==> config.mk <==
export PLATFORM = sky130hd
export DESIGN_NAME = ibuf_ctrl
export DESIGN_NICKNAME = d
export VERILOG_FILES = /design/src/rtl/ibuf_ctrl.sv
export SDC_FILE = /design/constraint.sdc
export NUM_CORES = 1
export LEC_CHECK = 0
export ABC_AREA = 0
export CAP_MARGIN = 0
export CELL_PAD_IN_SITES_DETAIL_PLACEMENT = 0
export CELL_PAD_IN_SITES_GLOBAL_PLACEMENT = 1
export CORE_MARGIN = 2
export CORE_UTILIZATION = 32
export CTS_CLUSTER_DIAMETER = 60
export DETAILED_ROUTE_END_ITERATION = 12
export PLACE_DENSITY = 0.88
export SYNTH_ARGS = -nofsm -noshare
export SYNTH_HDL_FRONTEND = slang
export SYNTH_SLANG_ARGS = --single-unit
==> constraint.sdc <==
create_clock -name clk -period 2.3 [get_ports clk]
set_input_delay 0.46 -clock clk [delete_from_list [all_inputs] [get_ports clk]]
set_output_delay 0.46 -clock clk [all_outputs]
set_load 0.01 [all_outputs]
==> src/rtl/ibuf_ctrl.sv <==
// Input-buffer sequencing controller: loads fifo_length operands into ibuf,
// fires a one-cycle crossbar start, then holds the stream off until done.
module ibuf_ctrl #(
    parameter int datatype_size = 8,
    parameter int fifo_length   = 5,
    parameter int cnt_width     = 16
) (
    input  logic                               clk,
    input  logic                               rstn,
    input  logic                               i_valid,
    input  logic [datatype_size-1:0]           i_data,
    output logic                               o_ready,
    output logic                               o_ibuf_we,
    output logic [datatype_size-1:0]           o_ibuf_data,
    output logic                               o_cim_start,
    input  logic                               i_cim_done,
    input  logic                               i_clear,
    output logic                               o_busy,
    output logic [$clog2(fifo_length+1)-1:0]   o_fill_count,
    output logic [cnt_width-1:0]               o_vec_count
);

    localparam int fill_width = $clog2(fifo_length + 1);
    localparam logic [fill_width-1:0] last_fill = fill_width'(fifo_length - 1);

    typedef enum logic [1:0] {
        IDLE,
        FILL,
        START,
        WAIT
    } state_t;

    state_t                 state_q, state_d;
    logic [fill_width-1:0]  fill_q, fill_d;
    logic [cnt_width-1:0]   vec_q, vec_d;
    logic                   accept;

    always_ff @(posedge clk or negedge rstn) begin
        if (!rstn) begin
            state_q <= IDLE;
            fill_q  <= '0;
            vec_q   <= '0;
        end else begin
            state_q <= state_d;
            fill_q  <= fill_d;
            vec_q   <= vec_d;
        end
    end

    always_comb begin
        state_d     = state_q;
        fill_d      = fill_q;
        vec_d       = vec_q;
        accept      = 1'b0;
        o_ready     = 1'b0;
        o_ibuf_we   = 1'b0;
        o_ibuf_data = '0;
        o_cim_start = 1'b0;
        o_busy      = 1'b0;

        case (state_q)
            IDLE: begin
                state_d = FILL;
            end
            FILL: begin
                o_ready     = 1'b1;
                accept      = i_valid;
                o_ibuf_we   = accept;
                o_ibuf_data = accept ? i_data : '0;
                if (accept) begin
                    if (fill_q == last_fill) begin
                        fill_d  = '0;
                        state_d = START;
                    end else begin
                        fill_d = fill_q + 1'b1;
                    end
                end
            end
            START: begin
                o_cim_start = 1'b1;
                o_busy      = 1'b1;
                state_d     = WAIT;
            end
            WAIT: begin
                o_busy = 1'b1;
                if (i_cim_done) begin
                    vec_d   = vec_q + 1'b1;
                    state_d = FILL;
                end
            end
            default: begin
                state_d = IDLE;
            end
        endcase

        // Abort overrides every transition above; a write seen this cycle still
        // reaches the port but is dropped from the count, and the vector tally is kept.
        if (i_clear && state_q != IDLE) begin
            state_d = FILL;
            fill_d  = '0;
            vec_d   = vec_q;
        end
    end

    assign o_fill_count = fill_q;
    assign o_vec_count  = vec_q;

endmodule
# Yosys cells after proc, flatten, opt, wreduce, memory -nomap -nowiden
# Index checks and enable logic that the tools add are counted.
# word_totals
word_cells	37
register_bits	21
input_bits	13
output_inout_bits	31
# op_classes
muxes	15
n_eq_ne	7
bitwise	1
n_addsub	2
reduce_logical	9
# ops
cell	n
16-bit by 1-bit adder with 16-bit output (second input constant)	1
8-bit two-way mux	2
3-bit two-way mux	4
3-bit inequality test (second input constant)	3
2-bit two-way mux	4
2-bit one-hot mux with 4 select lines	1
3-bit AND reduction	2
2-bit nonzero test	3
2-bit == test (second input constant)	2
1-bit two-way mux	4
3-bit by 1-bit adder with 3-bit output (second input constant)	1
3-bit == test (second input constant)	1
2-bit by 1-bit == test with 1-bit output (second input constant)	1
2-bit logical NOT	1
2-bit AND reduction	1
2-bit OR reduction	1
1-bit logical AND	1
1-bit inverter	1

# Logic depth before layout (Yosys ltp)
# depth
ltp_word	5
mapped_depth	7
mapped_depth_nobuf	6

# Least setup slack after synthesis
# Ideal clock, no wire load.
# synth_timing
path_type	flip-flop to output port
start	reg state_q[1]
end	out o_ibuf_data[7]
path_buffers	1
required_time_ps	1840
setup_slack_ps	666
stages_incl_launch_ff	5
arrival_time_ps	1174
path_cell_list	dfrtp_1 inv_1 ha_1 clkbuf_1 and3_1
# synth_between
elab_chain_cells	2
# synth_rtl
element	line_no	rtl
from (decl)	33	state_t state_q, state_d;
from (signal assigned)	44	state_q <= state_d;
2-bit by 1-bit == test with 1-bit output	61	case (state_q)
8-bit two-way mux	61	
to (decl)	14	output logic [datatype_size-1:0] o_ibuf_data,
# Every way passes these cells.

# Worst setup path after layout
# layout_timing
start	reg state_q[1]
end	out o_ibuf_data[2]
# The elaborated chain is that of the path after synthesis.

==> results.md <==
* Worst skew pair latency at 0.30 ns
* Final setup viols at 0
* Layout Skew at 0.00568 ns
* Total power at 1040 uW
* Drt pass-1 iters at 4
* Die area at slightly above 0.004 sq mm
* Slew Viols, Final at 0
* FMAX at 453 MHz
* GP Congestion at ~0.74
* Multi-input gate area at 611 sq um
* Synth Flop Type: dfrtp_1
* IR Drop Worst-Case VDD at approximately 0.46 mV
* Most frequent cells in the layout: clkdlybuf4s50_1, dfrtp_1, xnor2_1
* Status: complete, no violations
* Commonest non-fill, non-tap cell in the layout: clkdlybuf4s50_1
* Die Height at 64.2 um
* Pleak at 0.000759 uW
* Kind of critical path: reg -> out
* Starting Density at 34.0%
* DPL Wire Length at 2080 um
* Clock Root Buffer: clkbuf_4
* Final Non-Filler Cells at ~200
* Async set-reset flop share out of synthesis at 100%
* FF-to-FF path depth at 7
* Flop2flop setup slack at 0.34 ns
* Cells after DPL at ~200
* Max cap viols at 0
* Seq/Total Area, Yosys at between 40% and 50%
* Final Net Count at 179
* CTS tree: done
* GR Util All Layers at a little over an eighth
* Htree depth at 1
* Worst Setup End Kind: output pin
* Hold buffer count at CTS at 0
* DR iter-0 viols at 21
* Min-delay worst type: reg -> reg
* Wire length per cell at ~13 um
* DR vias at 989
* Hold Crit Start: o_vec_count[15]
* Worst EP arrival at 1.75 ns
* Syn nets at 129
* Port bufs at between 40 and 50
* Via-to-Cell Ratio at 4.85
* WHS Path Cells at 1
* Setup_tns at 0 ns
* Worst reg2reg path startpoint: state_q[1]
* RSZ-0062 raised after global routing: false
* Worst-path clk slew at 0.11 ns
* First-pass GRT wire length at 4460 um
* Final period demand of the worst path at approximately 2.2 ns
* Initial antenna violation count at 0
* Detailed-route wire length at ~2700 um
* Die width at about 64 um
* Residual DRC at 0
* Crit start category: register
* Post-synth EDFFs at 0
* Crit-path max FO at 11
* FF/Latch Area at 527 sq um
* Row cnt at 21
* Routed Antenna Nets at 0
* Worst EP required at ~1.8 ns
* Hold Path Sink: o_vec_count[15]
* Reg2Reg Capture Point: o_fill_count[0]
* Layout cells sized above 1 at 12.0%
* Total grt overflow at 0
* Final Hold Viols at 0
* Crit share post-route at a little over nine tenths
* Yosys cell types at 31
* Max_slew headroom at 72.7%
* Post-Synthesis Cells at 109
* Vias in the first global route at 1,001
* Hold WS at 0.484 ns
* Fillers at 312
* IO Count at 44
* TritonCTS Sinks at 21
* Clk buf depth at 2
* Cell Pwr Density at 607 mW/mm^2
* Area growth, synth to finish at 47.3%
* Largest net degree at the start of global routing at 22
* Mapped cell area at 0.00116 sq mm
* Diodes inserted at 0
* Syn. warnings at 0
* Area of the core at 0.00342 sq mm
* CTS Buf Count at 3
* Register bit total from synthesis at 21
* Worst-Margin Slew at 0.409 ns
* Synthesized area per cell at 10.7 sq um
==> worst max-delay path, cell delays in order (launching register included) <==
cell and delay [ns]:
dfrtp_1 0.45, inv_2 0.12, ha_4 0.18, and3_1 0.16, clkdlybuf4s50_1 0.53
==> state kept, by name (all words and copies together), names as in the netlist <==
name          cells
o_vec_count      16
o_fill_count      3
state_q           2
==> report_power, final <==
part / switching, uW / total, uW / internal [uW]
Sequential: 49.1 / 460 / 411
Clock: 108 / 175 / 67.6
Combinational: 174 / 403 / 230
==> how the worst max path moves through the flow <==
stage	start	end	cells past startpoint	slack, ns
floorplan	state_q[1]	o_ibuf_data[7]	4	0.67
global placement	i_valid	o_ibuf_data[6]	3	0.11
detailed placement	i_valid	o_ibuf_data[2]	3	0.07
CTS	state_q[1]	o_ibuf_data[2]	4	0.02
global route	state_q[1]	o_ibuf_data[5]	4	0.005
finish	state_q[1]	o_ibuf_data[2]	4	0.09
==> cell usage after synthesis (all sizes together), types with 2 or more instances <==
cell / count / area (sq um)
nand4: 4 / 31.3
or2: 2 / 12.5
clkbuf: 2 / 7.51
o21ai: 3 / 15.0
nor2: 3 / 11.3
xnor2: 12 / 105
inv: 5 / 18.8
nor3: 4 / 20.0
nand3: 8 / 40.0
nand2: 9 / 33.8
nor2b: 2 / 20.0
ha: 7 / 87.6
dfrtp: 21 / 526
xor2: 3 / 26.3
and3: 10 / 62.6
==> through the flow <==
step                cell area (sq um)  setup slack, ns  util (%)
floorplan                        1160            0.666         -
global placement                 1650            0.107      48.2
global route                     1710          0.00522      50.1
CTS                              1690           0.0199      49.3
detailed placement               1650           0.0654      48.2
finish                           1710           0.0936      50.1
==> cell families (layout without fill, tap and decap cells) <==
logic type,count (synthesis),in the layout,share of synthesized area (%)
and+or+nand+nor,47,47,25.0
DFF,21,21,45.3
xor gates and xnor gates,15,15,11.3
AOI/OAI and AO/OA,9,9,5.82
buffers and inverters,8,57,3.23
adders and majority gates,7,7,7.54
muxes,2,2,1.83
==> repair_timing <==
action | in CTS | in global routing
buffers inserted | 0 | 3
gates resized for setup | 3 | 2
pin swaps | 0 | 1
setup endpoints to repair | 9 | 10
==> routing by layer <==
layer	share of wire [%]	vias to the layer above	global-route usage (%)
met5	0	-	0
met2	48	39	24.7
met1	42	468	14.9
li1	-	478	-
met4	0.96	0	3.99
met3	8.7	4	4.40
==> cell type report <==
cell class	count	area share [%]
Sequential cell	21	30.8
Tap cell	46	3.37
Timing Repair Buffer	48	27.5
Clock buffer	4	1.54
Multi-Input combinational cell	80	35.7
Inverter	5	1.10
Note: power is estimated with default switching activity, not from simulation.
